**src/rtl/clock_alarm_pkg.sv**
```systemverilog
// rtl/clock_alarm_pkg.sv - shared widths, limits, edit states and wrap helpers for the clock setter
package clock_alarm_pkg;

  localparam int HOUR_W = 5;
  localparam int MIN_W  = 6;

  localparam logic [HOUR_W-1:0] MAX_HOUR = 5'd23;
  localparam logic [MIN_W-1:0]  MAX_MIN  = 6'd59;

  typedef enum logic [2:0] {
    RUN,
    T_HOUR,
    T_MIN,
    A_HOUR,
    A_MIN
  } state_t;

  // Minutes never carry into hours; each field wraps on its own.
  function automatic logic [HOUR_W-1:0] hour_inc(input logic [HOUR_W-1:0] h);
    return (h >= MAX_HOUR) ? '0 : h + HOUR_W'(1);
  endfunction

  function automatic logic [MIN_W-1:0] min_inc(input logic [MIN_W-1:0] m);
    return (m >= MAX_MIN) ? '0 : m + MIN_W'(1);
  endfunction

endpackage

```
**src/rtl/clock_set_ctrl_if.sv**
```systemverilog
// rtl/clock_set_ctrl_if.sv - buttons, running time and setter outputs bundled for the clock setter
interface clock_set_ctrl_if;
  import clock_alarm_pkg::*;

  logic              btn_mode;
  logic              btn_inc;
  logic              tick_1hz;
  logic [HOUR_W-1:0] cur_hour;
  logic [MIN_W-1:0]  cur_min;
  logic              time_load;
  logic [HOUR_W-1:0] set_hour;
  logic [MIN_W-1:0]  set_min;
  logic [HOUR_W-1:0] alarm_hour;
  logic [MIN_W-1:0]  alarm_min;
  logic              editing;
  logic [1:0]        field;

  modport slave (
    input  btn_mode, btn_inc, tick_1hz, cur_hour, cur_min,
    output time_load, set_hour, set_min, alarm_hour, alarm_min, editing, field
  );

  modport master (
    output btn_mode, btn_inc, tick_1hz, cur_hour, cur_min,
    input  time_load, set_hour, set_min, alarm_hour, alarm_min, editing, field
  );

endinterface

```
**src/rtl/btn_debounce.sv**
```systemverilog
// rtl/btn_debounce.sv - 2-FF synchroniser, stability counter and press pulse for one raw button
module btn_debounce #(
  parameter int DB_CYCLES = 500000
) (
  input  logic clk,
  input  logic rst_n,
  input  logic raw,
  output logic level,
  output logic press
);

  localparam int CW = (DB_CYCLES > 1) ? $clog2(DB_CYCLES + 1) : 1;
  localparam logic [CW-1:0] DB_LAST = CW'(DB_CYCLES - 1);

  logic          sync1;
  logic          sync2;
  logic [CW-1:0] cnt;

  // The counter runs only while the synchronised input disagrees with the accepted level.
  always_ff @(posedge clk or negedge rst_n) begin
    if (!rst_n) begin
      sync1 <= 1'b0;
      sync2 <= 1'b0;
      cnt   <= '0;
      level <= 1'b0;
      press <= 1'b0;
    end else begin
      sync1 <= raw;
      sync2 <= sync1;
      press <= 1'b0;
      if (sync2 == level) begin
        cnt <= '0;
      end else if (cnt == DB_LAST) begin
        cnt   <= '0;
        level <= sync2;
        press <= sync2;
      end else begin
        cnt <= cnt + CW'(1);
      end
    end
  end

endmodule

```
**src/rtl/clock_set_ctrl.sv**
```systemverilog
// rtl/clock_set_ctrl.sv - mode FSM that edits the running time and the alarm from two debounced buttons
module clock_set_ctrl
  import clock_alarm_pkg::*;
#(
  parameter int CLK_FREQ    = 50_000_000,
  parameter int DEBOUNCE_MS = 10,
  parameter int TIMEOUT_S   = 30,
  parameter int ALARM_HOUR  = 7,
  parameter int ALARM_MIN   = 30
) (
  input logic              clk,
  input logic              rst_n,
  clock_set_ctrl_if.slave  bus
);

  localparam int DB_CYCLES = CLK_FREQ / 1000 * DEBOUNCE_MS;
  localparam int IDLE_W    = (TIMEOUT_S > 1) ? $clog2(TIMEOUT_S + 1) : 1;
  localparam logic [IDLE_W-1:0] IDLE_LAST = IDLE_W'(TIMEOUT_S - 1);

  logic mode_level, mode_press;
  logic inc_level, inc_press;

  btn_debounce #(.DB_CYCLES(DB_CYCLES)) u_db_mode (
    .clk   (clk),
    .rst_n (rst_n),
    .raw   (bus.btn_mode),
    .level (mode_level),
    .press (mode_press)
  );

  btn_debounce #(.DB_CYCLES(DB_CYCLES)) u_db_inc (
    .clk   (clk),
    .rst_n (rst_n),
    .raw   (bus.btn_inc),
    .level (inc_level),
    .press (inc_press)
  );

  state_t            state, state_d;
  logic [HOUR_W-1:0] edit_hour, edit_hour_d;
  logic [MIN_W-1:0]  edit_min, edit_min_d;
  logic [HOUR_W-1:0] alarm_hour_q, alarm_hour_d;
  logic [MIN_W-1:0]  alarm_min_q, alarm_min_d;
  logic [HOUR_W-1:0] set_hour_q, set_hour_d;
  logic [MIN_W-1:0]  set_min_q, set_min_d;
  logic              time_load_q, time_load_d;
  logic [IDLE_W-1:0] idle_cnt, idle_cnt_d;

  always_ff @(posedge clk or negedge rst_n) begin
    if (!rst_n) begin
      state        <= RUN;
      edit_hour    <= '0;
      edit_min     <= '0;
      alarm_hour_q <= HOUR_W'(ALARM_HOUR);
      alarm_min_q  <= MIN_W'(ALARM_MIN);
      set_hour_q   <= '0;
      set_min_q    <= '0;
      time_load_q  <= 1'b0;
      idle_cnt     <= '0;
    end else begin
      state        <= state_d;
      edit_hour    <= edit_hour_d;
      edit_min     <= edit_min_d;
      alarm_hour_q <= alarm_hour_d;
      alarm_min_q  <= alarm_min_d;
      set_hour_q   <= set_hour_d;
      set_min_q    <= set_min_d;
      time_load_q  <= time_load_d;
      idle_cnt     <= idle_cnt_d;
    end
  end

  // Priority: mode press, then inc press, then the idle tick; any press restarts the idle count.
  always_comb begin
    state_d      = state;
    edit_hour_d  = edit_hour;
    edit_min_d   = edit_min;
    alarm_hour_d = alarm_hour_q;
    alarm_min_d  = alarm_min_q;
    set_hour_d   = set_hour_q;
    set_min_d    = set_min_q;
    time_load_d  = 1'b0;
    idle_cnt_d   = idle_cnt;

    if (state == RUN) begin
      idle_cnt_d = '0;
      if (mode_press) begin
        state_d     = T_HOUR;
        edit_hour_d = bus.cur_hour;
        edit_min_d  = bus.cur_min;
      end
    end else if (mode_press) begin
      idle_cnt_d = '0;
      case (state)
        T_HOUR: state_d = T_MIN;
        T_MIN: begin
          state_d     = A_HOUR;
          time_load_d = 1'b1;
          set_hour_d  = edit_hour;
          set_min_d   = edit_min;
          edit_hour_d = alarm_hour_q;
          edit_min_d  = alarm_min_q;
        end
        A_HOUR: state_d = A_MIN;
        A_MIN: begin
          state_d      = RUN;
          alarm_hour_d = edit_hour;
          alarm_min_d  = edit_min;
        end
        default: state_d = RUN;
      endcase
    end else if (inc_press) begin
      idle_cnt_d = '0;
      if (state == T_HOUR || state == A_HOUR) begin
        edit_hour_d = hour_inc(edit_hour);
      end else begin
        edit_min_d = min_inc(edit_min);
      end
    end else if (bus.tick_1hz) begin
      if (idle_cnt >= IDLE_LAST) begin
        state_d    = RUN;
        idle_cnt_d = '0;
      end else begin
        idle_cnt_d = idle_cnt + IDLE_W'(1);
      end
    end
  end

  assign bus.time_load  = time_load_q;
  assign bus.set_hour   = set_hour_q;
  assign bus.set_min    = set_min_q;
  assign bus.alarm_hour = alarm_hour_q;
  assign bus.alarm_min  = alarm_min_q;
  assign bus.editing    = (state != RUN);
  assign bus.field      = (state == T_MIN || state == A_MIN) ? 2'd1 : 2'd0;

endmodule

```
**src/flat_wrapper.sv**
```systemverilog
// flat-port wrapper written by rule: the top's interface ports become plain ports
module clock_set_ctrl_flat import clock_alarm_pkg::*;
#(
  parameter int CLK_FREQ    = 50_000_000,
  parameter int DEBOUNCE_MS = 10,
  parameter int TIMEOUT_S   = 30,
  parameter int ALARM_HOUR  = 7,
  parameter int ALARM_MIN   = 30
)
  (clk, rst_n, bus_btn_mode, bus_btn_inc, bus_tick_1hz, bus_cur_hour, bus_cur_min, bus_time_load, bus_set_hour, bus_set_min, bus_alarm_hour, bus_alarm_min, bus_editing, bus_field);
  clock_set_ctrl_if bus_i ();
  input logic clk;
  input logic rst_n;
  input wire logic [$bits(bus_i.btn_mode)-1:0] bus_btn_mode;
  input wire logic [$bits(bus_i.btn_inc)-1:0] bus_btn_inc;
  input wire logic [$bits(bus_i.tick_1hz)-1:0] bus_tick_1hz;
  input wire logic [$bits(bus_i.cur_hour)-1:0] bus_cur_hour;
  input wire logic [$bits(bus_i.cur_min)-1:0] bus_cur_min;
  output wire logic [$bits(bus_i.time_load)-1:0] bus_time_load;
  output wire logic [$bits(bus_i.set_hour)-1:0] bus_set_hour;
  output wire logic [$bits(bus_i.set_min)-1:0] bus_set_min;
  output wire logic [$bits(bus_i.alarm_hour)-1:0] bus_alarm_hour;
  output wire logic [$bits(bus_i.alarm_min)-1:0] bus_alarm_min;
  output wire logic [$bits(bus_i.editing)-1:0] bus_editing;
  output wire logic [$bits(bus_i.field)-1:0] bus_field;
  assign bus_i.btn_mode = bus_btn_mode;
  assign bus_i.btn_inc = bus_btn_inc;
  assign bus_i.tick_1hz = bus_tick_1hz;
  assign bus_i.cur_hour = bus_cur_hour;
  assign bus_i.cur_min = bus_cur_min;
  assign bus_time_load = bus_i.time_load;
  assign bus_set_hour = bus_i.set_hour;
  assign bus_set_min = bus_i.set_min;
  assign bus_alarm_hour = bus_i.alarm_hour;
  assign bus_alarm_min = bus_i.alarm_min;
  assign bus_editing = bus_i.editing;
  assign bus_field = bus_i.field;
  clock_set_ctrl #(.CLK_FREQ(CLK_FREQ), .DEBOUNCE_MS(DEBOUNCE_MS), .TIMEOUT_S(TIMEOUT_S), .ALARM_HOUR(ALARM_HOUR), .ALARM_MIN(ALARM_MIN)) u_core (.clk(clk), .rst_n(rst_n), .bus(bus_i));
endmodule
```
**config.mk**
```make
export PLATFORM = sky130hd
export DESIGN_NAME = clock_set_ctrl_flat
export DESIGN_NICKNAME = d
export VERILOG_FILES = /design/src/rtl/clock_alarm_pkg.sv /design/src/rtl/clock_set_ctrl_if.sv /design/src/rtl/btn_debounce.sv /design/src/rtl/clock_set_ctrl.sv /design/src/flat_wrapper.sv
export SDC_FILE = /design/constraint.sdc
export NUM_CORES = 1
export LEC_CHECK = 0
export ABC_AREA = 1
export BUFFER_PORTS_ARGS = -buffer_cell sky130_fd_sc_hd__buf_2
export CORE_ASPECT_RATIO = 0.75
export CORE_MARGIN = 2
export CORE_UTILIZATION = 55
export DETAILED_ROUTE_END_ITERATION = 8
export GPL_ROUTABILITY_DRIVEN = 0
export PLACE_DENSITY = 0.79
export RECOVER_POWER = 25
export SYNTH_ARGS = -nofsm -noshare
export SYNTH_HDL_FRONTEND = slang
export SYNTH_SLANG_ARGS = --single-unit
```
**constraint.sdc**
```tcl
create_clock -name clk -period 1.67 [get_ports clk]
set_input_delay 0.0835 -clock clk [delete_from_list [all_inputs] [get_ports clk]]
set_output_delay 0.0835 -clock clk [all_outputs]
set_load 0.01 [all_outputs]
```
==> impl_metrics.yaml, run 1 <==
global_route:
  grt_pass1_vias: 3860
  grt-ovfl-total: 0
  grt_pass1_wl_mm: 18.1
  track_usage_pct: 23.7
  antenna_found_initial: 0
  grt_max_degree: 62
yosys:
  synth-async-reset-ratio_pct: 100
  syn-instance-count: 605
  synth_top_area_share_pct: 42.5
  synth_edf_count: 0
  ys_ff_latch: 88
  yosysUniqueCellTypes: 38
  synth_top_cell_by_area: "dfrtp_1"
  syn_nets: 627
  syn_area_um2: 4770
  synthTopCellsByArea: "dfrtp_1 (43%), nand2_1 (11%), nor2_1 (8.0%)"
  ys_seq_area_share_pct: 46.4
  yosysWarnings: 0
  synth_ff_type: "dfrtp_1"
  syn_area_per_cell_um2: 7.88
placed_design:
  portBuffers: 40
  place_inst: 747
  place_hpwl_mm: 7.56
timing:
  fin_crit_ps: 1540
  tns_ps: 0
  setup_viol_count_final: 0
  fin_crit_sh_pct: 92.1
  hold_viol: 0
  report.final.slew_viol_count: 0
  fmax_mhz: 650
  clock-skew-final_ps: 8.47
  rsz0062_at_grt: "false"
  slew_headroom_pct: 53.3
  worst_pin_slew_ps: 700
detailed_routing:
  drc: 0
  totalWireLength_mm: 10.5
  drt_pass1_iterations: 7
  wl_per_cell_um: 13.7
  routed-via-count: 4168
  drt_iter0_markers: 401
  routed_via_density: 5.44
  ant_nets: 0
layout:
  areaGrowthSynthToFinish_pct: 13.5
  layout-drive-gt1-share_pct: 16.4
  multi_input_area_um2: 2240
  final_cells: 766
  register_area_um2: 2210
  fillers: 696
  diodes: 0
  layout.nets: 675
critical_path:
  crit_path_start_kind: "flip-flop"
  crit_slowest_cell: "dfrtp_1"
  required_ps: 1920
  worst-setup-path-type: "reg2reg"
  critPathMaxStageDelay_ps: 370
  worst-r2r-setup-slack_ps: 130
  crit_chain: "ha_1, nand2_1, nor2_4, inv_2, nor3_2, nand4_1, nor2_1"
  crit_path_max_fanout: 6
  worstRegToRegCells: 7
  r2r-end: "u_core.u_db_mode.press$_DFF_PN0_"
  cp-end-kind: "flip-flop"
  critical_path_arrival_ps: 1790
  r2r-start: "u_core.u_db_mode.cnt[1]$_DFF_PN0_"
clocking:
  cts_sinks: 88
  cts_buffers: 9
  post-cts-setup-buffers: 0
  cts_root_buf: "clkbuf_16"
  cts.clk_slew.worst_paths_ps: 60
  worstSkewPairLatency_ps: 340
  h-tree-depth: 3
  max-clock-path-buffers: 2
  cts_tree: "built"
floorplanning:
  boundaryPins: 42
  num_rows: 29
  fp.dieW_um: 111
  start_util_pct: 56.4
  core_um2: 8450
  die-area_um2: 9430
  die_h_um: 84.6
hold_path:
  holdCritPathClass: "in2reg"
  hold_start: "bus_cur_min[0]"
  min_to: "u_core.edit_min[0]$_DFFE_PN0P_"
  hold_path_depth: 5
power:
  power_density_nw_per_um2: 928
  p_leak_nw: 2.50
  ir_worst_vdd_v: 0.000741
flow_run:
  drv_cap: 0
outcome:
  status: "complete, no violations"
[synth_stat cells (2+ instances only)]
cell type,instances
dfrtp_1,81
xor2_1,22
o21bai_1,3
nand3_2,3
nand2_4,2
nand2_1,144
nor2_1,102
nand2_2,10
buf_4,2
nand4_1,17
nor3_1,8
inv_2,5
o21ai_1,11
xnor2_1,3
nor2_2,10
nand3b_1,3
inv_1,55
o21ai_0,23
nand3_4,2
nor2_4,4
a21oi_1,4
buf_2,5
nand3_1,50
o22ai_1,3
a21boi_1,5
clkbuf_1,2
ha_1,6
nor3b_1,3
dfstp_2,7
nor3_2,2
[state kept, by name, summed over array words and instances (netlist names), 3 cells and up]
register / count
u_core.bus.set_min: 6
u_core.u_db_inc.cnt: 19
u_core.edit_min: 6
u_core.edit_hour: 5
u_core.state: 3
u_core.bus.alarm_hour: 5
u_core.idle_cnt: 5
u_core.bus.alarm_min: 6
u_core.u_db_mode.cnt: 19
u_core.bus.set_hour: 5
[timing repair]
item,in CTS,in global routing
hold endpoints to repair,29,0
resized for setup,0,0
hold buffers,3,0
[worst max-delay path: cells and delay by family (launching register included)]
| kind | cells | cell delay [ps] |
|---|---|---|
| AND/OR/NAND/NOR | 5 | 730 |
| flip-flops | 1 | 370 |
| buffers and inverters | 1 | 60 |
| adder cells (fa/ha/maj) | 1 | 280 |
[cell usage in the layout, fill, tap and decap left out, types with 6 or more instances in the layout]
cell type | Yosys | final
nand2_1 | 144 | 144
nand4_1 | 17 | 17
nor2_1 | 102 | 102
dfstp_2 | 7 | 7
o21ai_1 | 11 | 11
nand3_1 | 50 | 50
buf_2 | 5 | 39
dfrtp_1 | 81 | 81
xor2_1 | 22 | 22
o21ai_0 | 23 | 23
nand2_2 | 10 | 10
inv_1 | 55 | 55
nor2_2 | 10 | 10
ha_1 | 6 | 6
clkbuf_16 | 0 | 9
nor3_1 | 8 | 8
[layer usage]
metal	GRT usage [%]	vias up	wire length, um
met5	0	-	0
met4	7.07	0	123
met3	5.42	14	727
met2	36.4	180	4800
met1	33.8	1944	4860
li1	-	2030	-
[report_power, final]
part	total (mW)	internal, mW	switching, mW
Sequential	2.32	2.22	0.101
Combinational	0.608	0.199	0.409
Clock	2.09	1.25	0.837
Total	5.02	3.67	1.35
[metrics by stage]
step / setup WS [ps] / power, mW / utilization [%] / hold WS [ps] / instance area (um2)
finish: 132 / 5.02 / 64.0 / 93.6 / 5410
global route: 4.90 / 5.26 / 64.0 / 118 / 5410
CTS: 148 / 5.07 / 64.1 / 80.3 / 5420
detailed placement: 173 / 2.96 / 60.0 / 34.1 / 5070
global placement: 218 / 2.92 / 60.0 / 28.9 / 5070
floorplan: 272 / 2.79 / - / -212 / 4770
[cells by family after synthesis]
group | synth area share [%]
other cells | 0.0787
fa+ha+maj | 1.58
xor+xnor | 4.59
flops | 46.4
simple gates | 34.5
compound gates | 6.33
buf+inv | 6.56
[cell type report]
class | instances | area share, %
clock buffers | 11 | 4.67
clock inverters | 5 | 1.13
inverters | 61 | 4.33
multi-input cells | 445 | 41.5
flip-flops and latches | 88 | 40.9
well taps | 108 | 2.50
repair buffers | 48 | 5.02
[how the worst max path moves through the flow]
| stage | slack, ps | from | cells past startpoint | to |
|---|---|---|---|---|
| after global routing | 5 | u_core.u_db_inc.cnt[1]$_DFF_PN0_ | 6 | u_core.u_db_inc.cnt[5]$_DFF_PN0_ |
| after CTS | 150 | u_core.state[0]$_DFFE_PN0P_ | 7 | u_core.edit_hour[4]$_DFFE_PN0P_ |
| after floorplan | 270 | u_core.u_db_mode.cnt[0]$_DFF_PN0_ | 8 | u_core.u_db_mode.cnt[13]$_DFF_PN0_ |
| after detailed placement | 170 | u_core.state[0]$_DFFE_PN0P_ | 7 | u_core.edit_hour[4]$_DFFE_PN0P_ |
| after global placement | 220 | u_core.state[0]$_DFFE_PN0P_ | 7 | u_core.edit_hour[4]$_DFFE_PN0P_ |
| final | 130 | u_core.u_db_mode.cnt[1]$_DFF_PN0_ | 7 | u_core.u_db_mode.press$_DFF_PN0_ |
No activity file was read; power rests on OpenSTA's default activity.
==> run 2, diff against run 1 <==
- BUFFER_PORTS_ARGS: -buffer_cell sky130_fd_sc_hd__buf_2 -> unset
- CORE_UTILIZATION: 55 -> 40
- DONT_BUFFER_PORTS: unset -> 1
- PLACE_DENSITY: 0.79 -> unset
==> impl_metrics.yaml, run 2 (synthesis results as in run 1) <==
timing:
  fin_crit_ps: 1500
  worst_pin_slew_ps: 573
  hold_viol: 88
  clock-skew-final_ps: 9.52
  setup_viol_count_final: 0
  report.final.slew_viol_count: 0
  slew_headroom_pct: 61.8
  fin_crit_sh_pct: 90.0
  tns_ps: 0
  fmax_mhz: 665
  rsz0062_at_grt: "false"
  hold_slack_ps: -568
floorplanning:
  die-area_um2: 12800
  die_h_um: 98.5
  fp.dieW_um: 130
  core_um2: 11600
  start_util_pct: 41.0
  boundaryPins: 42
  num_rows: 34
placed_design:
  portBuffers: 0
  place_hpwl_mm: 7.66
  dpl_cell_area_um2: 4930
clocking:
  cts_sinks: 88
  post-cts-setup-buffers: 0
  cts_buffers: 9
  h-tree-depth: 3
  cts.clk_slew.worst_paths_ps: 70
  cts_hold_buf: 6
  worstSkewPairLatency_ps: 350
  cts_root_buf: "clkbuf_16"
  max-clock-path-buffers: 2
  cts_tree: "built"
detailed_routing:
  drt_pass1_iterations: 7
  wl_per_cell_um: 13.6
  drt_iter0_markers: 256
  routed-via-count: 3936
  totalWireLength_mm: 10.7
  ant_nets: 0
  routed_via_density: 5.02
  drc: 0
critical_path:
  crit_path_start_kind: "flip-flop"
  worst-r2r-setup-slack_ps: 170
  r2r-end: "u_core.u_db_mode.press$_DFF_PN0_"
  worst-setup-path-type: "reg2reg"
  crit_path_max_fanout: 6
  critical_path_arrival_ps: 1760
  cp-endpoint: "u_core.u_db_mode.press$_DFF_PN0_"
  required_ps: 1920
  worstRegToRegCells: 7
  r2r-start: "u_core.u_db_mode.cnt[1]$_DFF_PN0_"
  crit_path_start: "u_core.u_db_mode.cnt[1]$_DFF_PN0_"
  cp-end-kind: "flip-flop"
global_route:
  grt-ovfl-total: 0
  grt_pass1_vias: 3766
  antenna_found_initial: 0
  grt_pass1_wl_mm: 18.3
  track_usage_pct: 17.8
  grt_max_degree: 89
outcome:
  status: "finished, violations left"
  violations: "hold timing"
layout:
  utilization_pct: 45.5
  final_common_cell: "nand2_1"
  diodes: 0
  final_cell_mix: "nand2_1 (144), nor2_1 (102), dfrtp_1 (81)"
  multi_input_area_um2: 2240
  layout-drive-gt1-share_pct: 11.3
  areaGrowthSynthToFinish_pct: 10.9
  fillers: 1112
  register_area_um2: 2210
  top_regs: "u_core.u_db_inc.cnt: 19 flops, u_core.u_db_mode.cnt: 19 flops"
  layout.nets: 639
  final_design_area_no_fill_um2: 5290
power:
  p_leak_nw: 2.30
  ir_worst_vdd_v: 0.000523
  finalPower_mw: 4.83
  power_density_nw_per_um2: 914
flow_run:
  drv_cap: 0
hold_path:
  holdCritPathClass: "in2async"
-- run 2: cell types whose count changed in the layout (fill, tap and decap cells not counted), sizes merged, moves of 2 or more --
cell	before	now
clkinvlp	0	2
dlygate4sd3	3	6
buf	44	6
clkbuf	12	10
-- run 2: layout make-up --
type	count	area share (%)
Multi-Input combinational cell	445	42.5
Sequential cell	88	41.8
Clock buffer	10	4.52
Inverter	61	4.43
Tap cell	162	3.83
Timing Repair Buffer	12	1.99
Clock inverter	6	0.947
-- run 2: timing repair --
action / in CTS / in global routing
endpoints found under the setup margin: 0 / 2
hold endpoints to repair: 97 / 88
gates resized for setup: 0 / 1
-- run 2: how the worst min path moves through the flow --
stage          slack (ps)  cells past startpoint   from                                    to
2_1_floorplan        -210                      0  rst_n  u_core.bus.alarm_hour[3]$_DFFE_PN0P_
3_3_place_gp         -210                      0  rst_n        u_core.idle_cnt[1]$_DFFE_PN0P_
3_5_place_dp         -210                      0  rst_n        u_core.idle_cnt[2]$_DFFE_PN0P_
4_1_cts              -580                      0  rst_n  u_core.bus.alarm_hour[3]$_DFFE_PN0P_
5_1_grt              -590                      0  rst_n    u_core.bus.set_hour[1]$_DFFE_PN0P_
6_report             -570                      0  rst_n    u_core.bus.set_hour[1]$_DFFE_PN0P_
-- run 2: report_power, final --
part / leakage [nW] / internal (mW) / switching (mW)
combinational: 1.02 / 0.181 / 0.365
sequential: 1.15 / 2.22 / 0.0966
clock: 0.136 / 1.07 / 0.900
-- run 2: layer usage --
layer | track usage [%] | wire length (um) | vias up
li1 | - | - | 1954
met1 | 25.9 | 5140 | 1846
met2 | 26.2 | 4660 | 119
met3 | 5.05 | 722 | 17
met4 | 4.55 | 136 | 0
met5 | 0 | 0 | -
-- run 2: critical path, stage by stage, from the launching register on --
cell     delay [ps]
dfrtp_1         370
ha_2            240
nand2_1         110
nor2_4          140
inv_2            60
nor3_2          180
nand4_1         140
nor2_1          180
-- run 2: stage by stage --
step,setup slack (ps),hold WS (ps),cells
after global placement,204,-208,762
after global routing,42.7,-592,784
after CTS,145,-580,784
final,167,-568,784
after detailed placement,165,-207,762
after floorplan,272,-212,605
==> run 3, diff against run 2 <==
- SETUP_SLACK_MARGIN: unset -> 0.3
==> impl_metrics.yaml, run 3 (synthesis results as in run 1) <==
layout:
  final_common_cell: "nand2_1"
  areaGrowthSynthToFinish_pct: 20.7
  layout.nets: 664
  final_cells: 809
  top_regs: "u_core.u_db_inc.cnt: 19 flops, u_core.u_db_mode.cnt: 19 flops"
  final_design_area_no_fill_um2: 5750
  fillers: 1104
  diodes: 0
  layout-drive-gt1-share_pct: 24.3
  final_cell_mix: "nand2_1 (134), nor2_1 (85), dfrtp_1 (66)"
global_route:
  grt_pass1_wl_mm: 19.1
  grt_max_degree: 89
  grt-ovfl-total: 0
  grt_pass1_vias: 3846
  track_usage_pct: 18.6
  antenna_found_initial: 0
timing:
  clock-skew-final_ps: 12.9
  fin_crit_ps: 1370
  fmax_mhz: 729
  setup_viol_count_final: 0
  tns_ps: 0
  hold_viol: 88
  report.final.slew_viol_count: 0
  hold_slack_ps: -564
  fin_crit_sh_pct: 82.1
  setup_ws_ps: 299
  rsz0062_at_grt: "true"
outcome:
  status: "finished, violations left"
  violations: "hold timing"
floorplanning:
  fp.dieW_um: 130
  boundaryPins: 42
  start_util_pct: 41.0
  die_h_um: 98.5
  num_rows: 34
  core_um2: 11600
  die-area_um2: 12800
critical_path:
  worst-setup-path-type: "reg2reg"
  critical_path_arrival_ps: 1600
  required_ps: 1900
  crit_path_max_fanout: 6
  cp-end-kind: "flip-flop"
  crit_path_start_kind: "flip-flop"
clocking:
  h-tree-depth: 3
  cts_root_buf: "clkbuf_16"
  max-clock-path-buffers: 2
  cts_tree: "built"
  cts_buffers: 9
  cts_hold_buf: 4
  cts_sinks: 88
  worstSkewPairLatency_ps: 350
  cts.clk_slew.worst_paths_ps: 80
power:
  power_density_nw_per_um2: 856
  p_leak_nw: 2.44
  ir_worst_vdd_v: 0.000470
placed_design:
  place_inst: 759
  post-place-ws_ps: 119
  dpl_cell_area_um2: 4920
  place_hpwl_mm: 7.61
  portBuffers: 0
flow_run:
  drv_cap: 0
detailed_routing:
  drt_pass1_iterations: 4
  totalWireLength_mm: 11.4
  drc: 0
  routed-via-count: 4101
  drt_iter0_markers: 340
  wl_per_cell_um: 14.1
  ant_nets: 0
  routed_via_density: 5.07
hold_path:
  holdCritPathClass: "in2async"
-- run 3: cell count changes in the layout (fill, tap and decap cells not counted), moves of 6 or more --
cell        previous run  this run
inv_1                 55        49
dfrtp_1               81        66
nand2_2               10        16
clkinvlp_4             2         8
nor2_1               102        85
nor2_2                10        23
buf_4                  6        24
dfrtp_2                0        15
nand2_1              144       134
-- run 3: final timing paths --
check | start | end | slack (ps) | cells past startpoint
worst max-delay path | u_core.state[2]$_DFFE_PN0P_ | u_core.bus.set_hour[1]$_DFFE_PN0P_ | 300 | 7
worst min-delay path | rst_n | u_core.idle_cnt[0]$_DFFE_PN0P_ | -560 | 0
worst max register to register | u_core.state[2]$_DFFE_PN0P_ | u_core.bus.set_hour[1]$_DFFE_PN0P_ | 300 | 7
worst min register to register | u_core.u_db_inc.sync1$_DFF_PN0_ | u_core.u_db_inc.sync2$_DFF_PN0_ | 370 | 0
max in group asynchronous | rst_n | u_core.bus.alarm_min[2]$_DFFE_PN1P_ | 2020 | 0
min in group clk | bus_cur_hour[0] | u_core.edit_hour[0]$_DFFE_PN0P_ | 10 | 4
-- run 3: what timing repair did --
action,4_1_cts,5_1_grt
hold endpoints to repair,95,88
buffers inserted,12,14
gates cloned,3,1
pin swaps,5,32
setup endpoints to repair,59,59
resized for setup,23,65
-- run 3: power breakdown --
group | switching (mW) | internal [mW]
Clock | 0.891 | 1.02
Sequential | 0.112 | 2.23
Combinational | 0.414 | 0.261
Total | 1.42 | 3.51
-- run 3: area by class of cell --
type	instances	area, um2	share of cell area [%]
tap	162	203	3.52
multi-input combinational	446	2490	43.2
clock inverter	7	56.3	0.979
inverter	61	245	4.26
timing repair buffer	33	285	4.96
sequential	88	2230	38.8
clock buffer	9	225	3.91
timing repair inverter	3	22.5	0.391
-- run 3: metal layers --
| metal | GRT usage, % | routed length, um |
|---|---|---|
| met2 | 27.3 | 5090 |
| met1 | 27.1 | 5670 |
| met4 | 4.05 | 114 |
| met3 | 5.48 | 553 |
| met5 | 0 | 0 |
-- run 3: metrics by stage --
stage	util, %	hold slack, ps	power, mW
finish	49.5	-564	4.92
global route	49.5	-588	5.17
CTS	46.8	-580	4.90
detailed placement	42.4	-207	2.89
global placement	42.4	-210	2.86
floorplan	-	-212	2.79
-- run 3: worst max-delay path, cell delays in order (launching register included) --
cell and delay, ps:
dfrtp_2 450, inv_2 110, nand2_4 80, nor2_4 110
buf_12 140, clkinvlp_4 170, nand2_1 100, o21ai_0 90
